## src/rtl/spike_rate_encoder.sv

```systemverilog
// Rate-coding spike encoder: one intensity sample per WINDOW-cycle window, emitted as a
// deterministic spike train from the carry of a phase accumulator.
module spike_rate_encoder #(
  parameter int VAL_W  = 8,
  parameter int WINDOW = 16,
  parameter int CNT_W  = $clog2(WINDOW + 1)
) (
  input  logic             clk,
  input  logic             rst,
  input  logic             in_valid,
  output logic             in_ready,
  input  logic [VAL_W-1:0] in_value,
  output logic             spike,
  output logic             busy,
  output logic             done,
  output logic [CNT_W-1:0] spike_count
);

  localparam int PH_W = $clog2(WINDOW + 1);

  typedef enum logic {S_IDLE, S_ENCODE} state_t;

  state_t           r_state, w_nxt_state;
  logic [PH_W-1:0]  r_ph, w_nxt_ph;
  logic [VAL_W-1:0] r_acc, w_nxt_acc;
  logic [VAL_W-1:0] r_val, w_nxt_val;
  logic             r_spike, w_nxt_spike;
  logic             r_busy, w_nxt_busy;
  logic             r_done, w_nxt_done;
  logic [CNT_W-1:0] r_cnt, w_nxt_cnt;

  logic             w_last, w_accept;
  logic [VAL_W-1:0] w_add_a, w_add_b;
  logic [VAL_W:0]   w_sum;

  assign w_last   = (r_state == S_ENCODE) && (r_ph == PH_W'(WINDOW));
  assign in_ready = (r_state == S_IDLE) || w_last;
  assign w_accept = in_valid && in_ready;

  // On accept the first addition starts from a cleared accumulator and the new sample.
  assign w_add_a = w_accept ? '0 : r_acc;
  assign w_add_b = w_accept ? in_value : r_val;
  assign w_sum   = {1'b0, w_add_a} + {1'b0, w_add_b};

  always_comb begin
    w_nxt_state = r_state;
    w_nxt_ph    = r_ph;
    w_nxt_acc   = r_acc;
    w_nxt_val   = r_val;
    w_nxt_spike = r_spike;
    w_nxt_busy  = r_busy;
    w_nxt_done  = 1'b0;
    w_nxt_cnt   = r_cnt;
    if (w_accept) begin
      w_nxt_state = S_ENCODE;
      w_nxt_val   = in_value;
      w_nxt_acc   = w_sum[VAL_W-1:0];
      w_nxt_ph    = PH_W'(1);
      w_nxt_spike = w_sum[VAL_W];
      w_nxt_busy  = 1'b1;
      w_nxt_cnt   = CNT_W'(w_sum[VAL_W]);
    end else if (r_state == S_ENCODE) begin
      if (w_last) begin
        w_nxt_state = S_IDLE;
        w_nxt_ph    = '0;
        w_nxt_spike = 1'b0;
        w_nxt_busy  = 1'b0;
      end else begin
        w_nxt_acc   = w_sum[VAL_W-1:0];
        w_nxt_ph    = r_ph + PH_W'(1);
        w_nxt_spike = w_sum[VAL_W];
        w_nxt_cnt   = r_cnt + CNT_W'(w_sum[VAL_W]);
        w_nxt_done  = (r_ph + PH_W'(1)) == PH_W'(WINDOW);
      end
    end
  end

  always_ff @(posedge clk or posedge rst) begin
    if (rst) begin
      r_state <= S_IDLE;
      r_ph    <= '0;
      r_acc   <= '0;
      r_val   <= '0;
      r_spike <= 1'b0;
      r_busy  <= 1'b0;
      r_done  <= 1'b0;
      r_cnt   <= '0;
    end else begin
      r_state <= w_nxt_state;
      r_ph    <= w_nxt_ph;
      r_acc   <= w_nxt_acc;
      r_val   <= w_nxt_val;
      r_spike <= w_nxt_spike;
      r_busy  <= w_nxt_busy;
      r_done  <= w_nxt_done;
      r_cnt   <= w_nxt_cnt;
    end
  end

  assign spike       = r_spike;
  assign busy        = r_busy;
  assign done        = r_done;
  assign spike_count = r_cnt;

endmodule
```

## config.mk

```make
export PLATFORM = sky130hd
export DESIGN_NAME = spike_rate_encoder
export DESIGN_NICKNAME = d
export VERILOG_FILES = /design/src/rtl/spike_rate_encoder.sv
export SDC_FILE = /design/constraint.sdc
export NUM_CORES = 1
export LEC_CHECK = 0
export BUFFER_PORTS_ARGS = -buffer_cell sky130_fd_sc_hd__buf_2
export CORE_MARGIN = 5
export CORE_UTILIZATION = 45
export CTS_BUF_LIST = sky130_fd_sc_hd__clkbuf_8
export DETAILED_ROUTE_END_ITERATION = 16
export SYNTH_ARGS = -nofsm -noshare
export SYNTH_HDL_FRONTEND = slang
export SYNTH_SLANG_ARGS = --single-unit
```

## constraint.sdc

```tcl
create_clock -name clk -period 4.3 [get_ports clk]
set_input_delay 0 -clock clk [delete_from_list [all_inputs] [get_ports clk]]
set_output_delay 0 -clock clk [all_outputs]
set_load 0.02 [all_outputs]
```

# After elaboration in Yosys (flattened, before gate mapping)

Cells that the tools add are included.
W data, S select, Z words.

Divide/modulo/power cells: 0
Equality and inequality tests: 3
Shift operators: 0
$mul: 0
Reductions and logical operators: 7
Bitwise operators: 1
Add/subtract/negate cells: 3
Order comparisons: 0
Mux-type cells: 23

Operator list:

| cell                  | number |
|---|---|
| $mux W8               | 5 |
| $mux W5               | 6 |
| $mux W1               | 12 |
| $eq A5 B5 Y1 const B  | 2 |
| $add A8 B8 Y9         | 1 |
| $add A5 B1 Y5         | 1 |
| $add A5 B1 Y5 const B | 1 |
| $reduce_and A2 Y1     | 2 |
| $reduce_bool A2 Y1    | 2 |
| $logic_and A1 B1 Y1   | 2 |
| $ne A2 B1 Y1 const B  | 1 |
| $logic_or A1 B1 Y1    | 1 |
| $not A1 Y1            | 1 |

Output and inout bits: 9
Memory bits (read-only): 0
RAM bits: 0
Bits in latches: 0
Memories kept: 0
Bits in registers: 30
Bits of input ports: 11

# Logic depth before layout (Yosys ltp)

Word-level depth: 10
Gate-level depth with buffers: 20
Depth with buffers taken out: 19

# Worst setup path after synthesis

OpenSTA, ideal clock, no wires.

Path type: reg-to-reg
Start: register r_ph[0]
End: register r_cnt[4], in the netlist spike_count[4]
Path slack: 0.535 ns
Stages on the path, launching flop included: 20
Data required time: 4.223 ns
Arrival time: 3.688 ns
Setup time: 0.077 ns
Buffers on the path: 0
Cells stage by stage: dfrtp_1 inv_1 ha_1 nor4bb_4 nor2b_4 inv_6 nand2_8 mux2_4 ha_1 fa_1 a21oi_1 nor2b_1 a311o_1 a31oi_1 inv_1 ha_1 ha_1 a31oi_1 o21ai_0 o21ai_1

Longest elaborated chain between the ends: 10
Elaborated cells between the ends (all ways): 14
Those cells by class: add/sub (2); eq/ne (2); mux (5); reduce/logical (5)

RTL lines:

| element                  | RTL line | source |
|---|---|---|
| start: declaration       | 24       | `logic [PH_W-1:0] r_ph, w_nxt_ph;` |
| start signal: assignment | 90       | `r_ph <= w_nxt_ph;` |
| $eq A5 B5 Y1             | 36       | `assign w_last = (r_state == S_ENCODE) && (r_ph == PH_W'(WINDOW));` |
| $logic_and A1 B1 Y1      | 36       |  |
| $logic_or A1 B1 Y1       | 37       | `assign in_ready = (r_state == S_IDLE) \|\| w_last;` |
| named net in_ready       | 11       | `output logic in_ready,` |
| $logic_and A1 B1 Y1      | 38       | `assign w_accept = in_valid && in_ready;` |
| $mux W8                  | 42       | `assign w_add_b = w_accept ? in_value : r_val;` |
| named net w_add_b[0]     | 33       | `logic [VAL_W-1:0] w_add_a, w_add_b;` |
| $add A8 B8 Y9            | 43       | `assign w_sum = {1'b0, w_add_a} + {1'b0, w_add_b};` |
| $add A5 B1 Y5            | 72       | `w_nxt_cnt = r_cnt + CNT_W'(w_sum[VAL_W]);` |
| $mux W5                  | 63       | `if (w_last) begin` |
| $mux W5                  | 62       | `end else if (r_state == S_ENCODE) begin` |
| $mux W5                  | 54       | `if (w_accept) begin` |
| end signal: assignment   | 96       | `r_cnt <= w_nxt_cnt;` |
| end: declaration         | 30       | `logic [CNT_W-1:0] r_cnt, w_nxt_cnt;` |

The timed path passes the listed nets, and every way through them passes these cells. The select of a mux whose other input is x is not followed.
A chain may end at the register's enable or synchronous reset.

# Worst setup path after layout

Start: register r_ph[0]
End: register r_cnt[4], in the netlist spike_count[4]

Longest elaborated chain between the ends: 10
Elaborated cells between the ends (all ways): 14
Those cells by class: add/sub (2); eq/ne (2); mux (5); reduce/logical (5)

RTL lines:

| element              | RTL line |
|---|---|
| $eq A5 B5 Y1         | 36 |
| $logic_and A1 B1 Y1  | 36 |
| $logic_or A1 B1 Y1   | 37 |
| $logic_and A1 B1 Y1  | 38 |
| $mux W8              | 42 |
| named net w_add_b[0] | 33 |
| $add A8 B8 Y9        | 43 |
| $add A5 B1 Y5        | 72 |
| $mux W5              | 63 |
| $mux W5              | 62 |
| $mux W5              | 54 |

The timed path passes the listed nets, and every way through them passes these cells. The select of a mux whose other input is x is not followed.

==> results.cfg <==
[outcome]
status = finished, final reports clean

[sta]
skew_ns = 0.00545
tightest_slew_ns = 0.396
tns_ns = 0
slew_headroom_pct = 72.9
fin_crit_sh_pct = 91.8
hold_violations = 0
hold-worst-slack_ns = 0.125
final.min_clock_period_ns = 3.95
fmax_mhz = 253
setup_viol = 0
rsz0062_at_grt = false
slew_viol_final = 0

[job]
maxCapViolCount = 0

[grt]
track_usage_pct = 14.1
grt_pass1_vias = 1284
antenna_found_initial = 0
grt_pass1_wl_um = 5630
grt_max_degree = 31
overflow = 0

[detailed_routing]
vias_per_cell = 5.14
wl_per_cell_um = 12.9
drcViolationCount = 0
vias = 1249
dr.pass1.iters = 4
first_iter_violations = 55
wl_um = 3140
ant_nets = 0

[min_path]
hp-class = input port to flop

[setup_path]
cp.arrival_ns = 4.15
crit_path_start_kind = flop
path_class = flop to flop
crit_path_max_incr_delay_ns = 0.44
critPathMostFrequentCell = ha_1
critPathMaxFanout = 9
end_kind = flop
path_cells = inv_1, ha_1, nor4bb_4, nor2b_4, inv_6, nand2_8, mux2_4, ha_1, fa_1, a21oi_1, nor2b_1, a311o_1, a31oi_1, inv_1, ha_1, ha_1, a31oi_1, o21ai_0, o21ai_1
worstPathRequired_ns = 4.51
cp_slowest_cell = dfrtp_1

[final_layout]
drive_gt1_share_pct = 22.1
stdcell_count = 243
n_antenna_cell = 0
nNetsFinal = 220
syn_to_final_growth_pct = 18.8

[power_and_ir_drop]
power.density_mw_per_mm2 = 811
ir_drop_uv = 377
p_leak_nw = 0.985
power_mw = 1.66

[synthesis]
synth_area_mm2 = 0.00172
ys_seq_area_share_pct = 43.6
synth_fp_nets = 185
ys_warn_count = 0
ys_types = 37
synth.area.top_cells = dfrtp_1, ha_1, mux2_4, o21ai_0, nand2_1
synth_top_area_share_pct = 43.6
syn_inst = 160
ys_ff_latch = 30
syn_area_per_cell_um2 = 10.8
yosysTopAreaCell = dfrtp_1

[cts]
path_clk_slew_ns = 0.06
cts_sinks = 30
post_cts_buffers = 0
ctsResizeCount = 0
cts_tree = built
insertion_delay_ns = 0.28
ctsRootBufferMaster = clkbuf_8
clock_path_buffers = 2
hold_buffers = 9
cts_buffers = 5
htree_levels = 2

[floorplan]
num_io_pins = 20
core_area_mm2 = 0.00369
die_area_mm2 = 0.00516
die-width_um = 71.8
fp-row-count = 22
initial_core_util_pct = 46.6
die_h_um = 71.8

[placement]
place_congestion = 0.763
hpwl_um = 2240
port-buffer-count = 19
placed_cells = 227
cells in the mapped netlist:
cell       count
nand3b_1       1
mux2_4         8
nor2_1        11
nor2b_4        1
nor2_4         1
nor2b_1        2
mux2_2         2
nor3b_1        1
nand2_1       16
a311o_1        1
and2_1         8
xor2_1         3
a211o_1        1
a2bb2oi_1      1
o211ai_1       1
nor3_1         2
inv_6          1
a21o_1         3
a211oi_1       1
a22o_1         2
nor4bb_4       1
ha_1          13
xnor2_1        5
buf_4          1
fa_1           1
buf_2          2
a21oi_1        5
nand3_1        2
a2111oi_0      1
o21ai_1        4
a31oi_1        4
dfrtp_1       30
nand2_8        1
nand4_1        2
buf_6          1
o21ai_0       15
inv_1          5
registers in the layout, indices dropped and copies added, names as in the netlist:
| name | flops |
|---|---|
| r_state | 1 |
| done | 1 |
| r_acc | 8 |
| spike | 1 |
| r_val | 8 |
| spike_count | 5 |
| r_ph | 5 |
| busy | 1 |
logic make-up after synthesis:
kind of cell | Yosys count | share of synthesized area [%]
AO/OA/AOI/OAI | 39 | 13.7
XOR/XNOR | 8 | 4.07
adder cells (fa/ha/maj) | 14 | 10.6
buffers and inverters | 10 | 3.27
flip-flops | 30 | 43.6
multiplexers | 10 | 8.29
AND/OR/NAND/NOR | 49 | 16.4
metrics by stage:
stage	worst slack, ns	util, %	cell area (µm²)
floorplan	0.535	-	1720
global placement	0.479	50.9	1880
detailed placement	0.330	50.9	1880
CTS	0.313	55.4	2040
global route	0.0581	55.4	2040
finish	0.354	55.4	2040
critical path: cells and delay by family (launching register included):
kind | cells | cell delay, ns
flops | 1 | 0.44
buf+inv | 3 | 0.26
mux | 1 | 0.32
fa+ha+maj | 5 | 1.22
compound gates | 6 | 1.10
simple gates | 4 | 0.52
worst paths after layout:
check	start	endpoint	slack [ns]	depth (start not counted)
max in group asynchronous	rst	r_val[6]	3.68	4
setup / recovery	r_ph[0]	spike_count[4]	0.35	19
hold / removal	in_valid	busy	0.12	3
setup reg to reg	r_ph[0]	spike_count[4]	0.35	19
min in group asynchronous	rst	spike_count[3]	0.34	4
hold reg to reg	r_acc[5]	r_acc[5]	0.47	2
area by class of cell:
| class | count | area [µm²] |
|---|---|---|
| clock buffers | 5 | 68.8 |
| fillers | 339 | 1650 |
| inverters | 6 | 27.5 |
| well taps | 48 | 60.1 |
| repair buffers | 32 | 215 |
| clock inverters | 2 | 7.51 |
| multi-input cells | 120 | 913 |
| flip-flops and latches | 30 | 751 |
metal layers:
layer	share of wire, %	global-route usage [%]	up-vias
met1	44	16.7	599
li1	-	-	627
met3	4.0	4.77	5
met2	51	23.1	18
met4	1.4	6.47	0
met5	0	0	-
power breakdown:
| group | internal [mW] | total (mW) | switching, mW |
|---|---|---|---|
| clock network | 0.106 | 0.202 | 0.0963 |
| registers | 0.426 | 0.522 | 0.0958 |
| logic | 0.470 | 0.933 | 0.463 |
cells in the final DEF (no fill, tap or decap), types with 7 or more instances in the layout:
| cell | instances |
|---|---|
| buf_2 | 19 |
| dfrtp_1 | 30 |
| dlygate4sd3_1 | 9 |
| mux2_4 | 8 |
| and2_1 | 8 |
| inv_1 | 7 |
| nor2_1 | 11 |
| o21ai_0 | 15 |
| ha_1 | 13 |
| nand2_1 | 16 |
No activity file was read; power rests on OpenSTA's default activity.
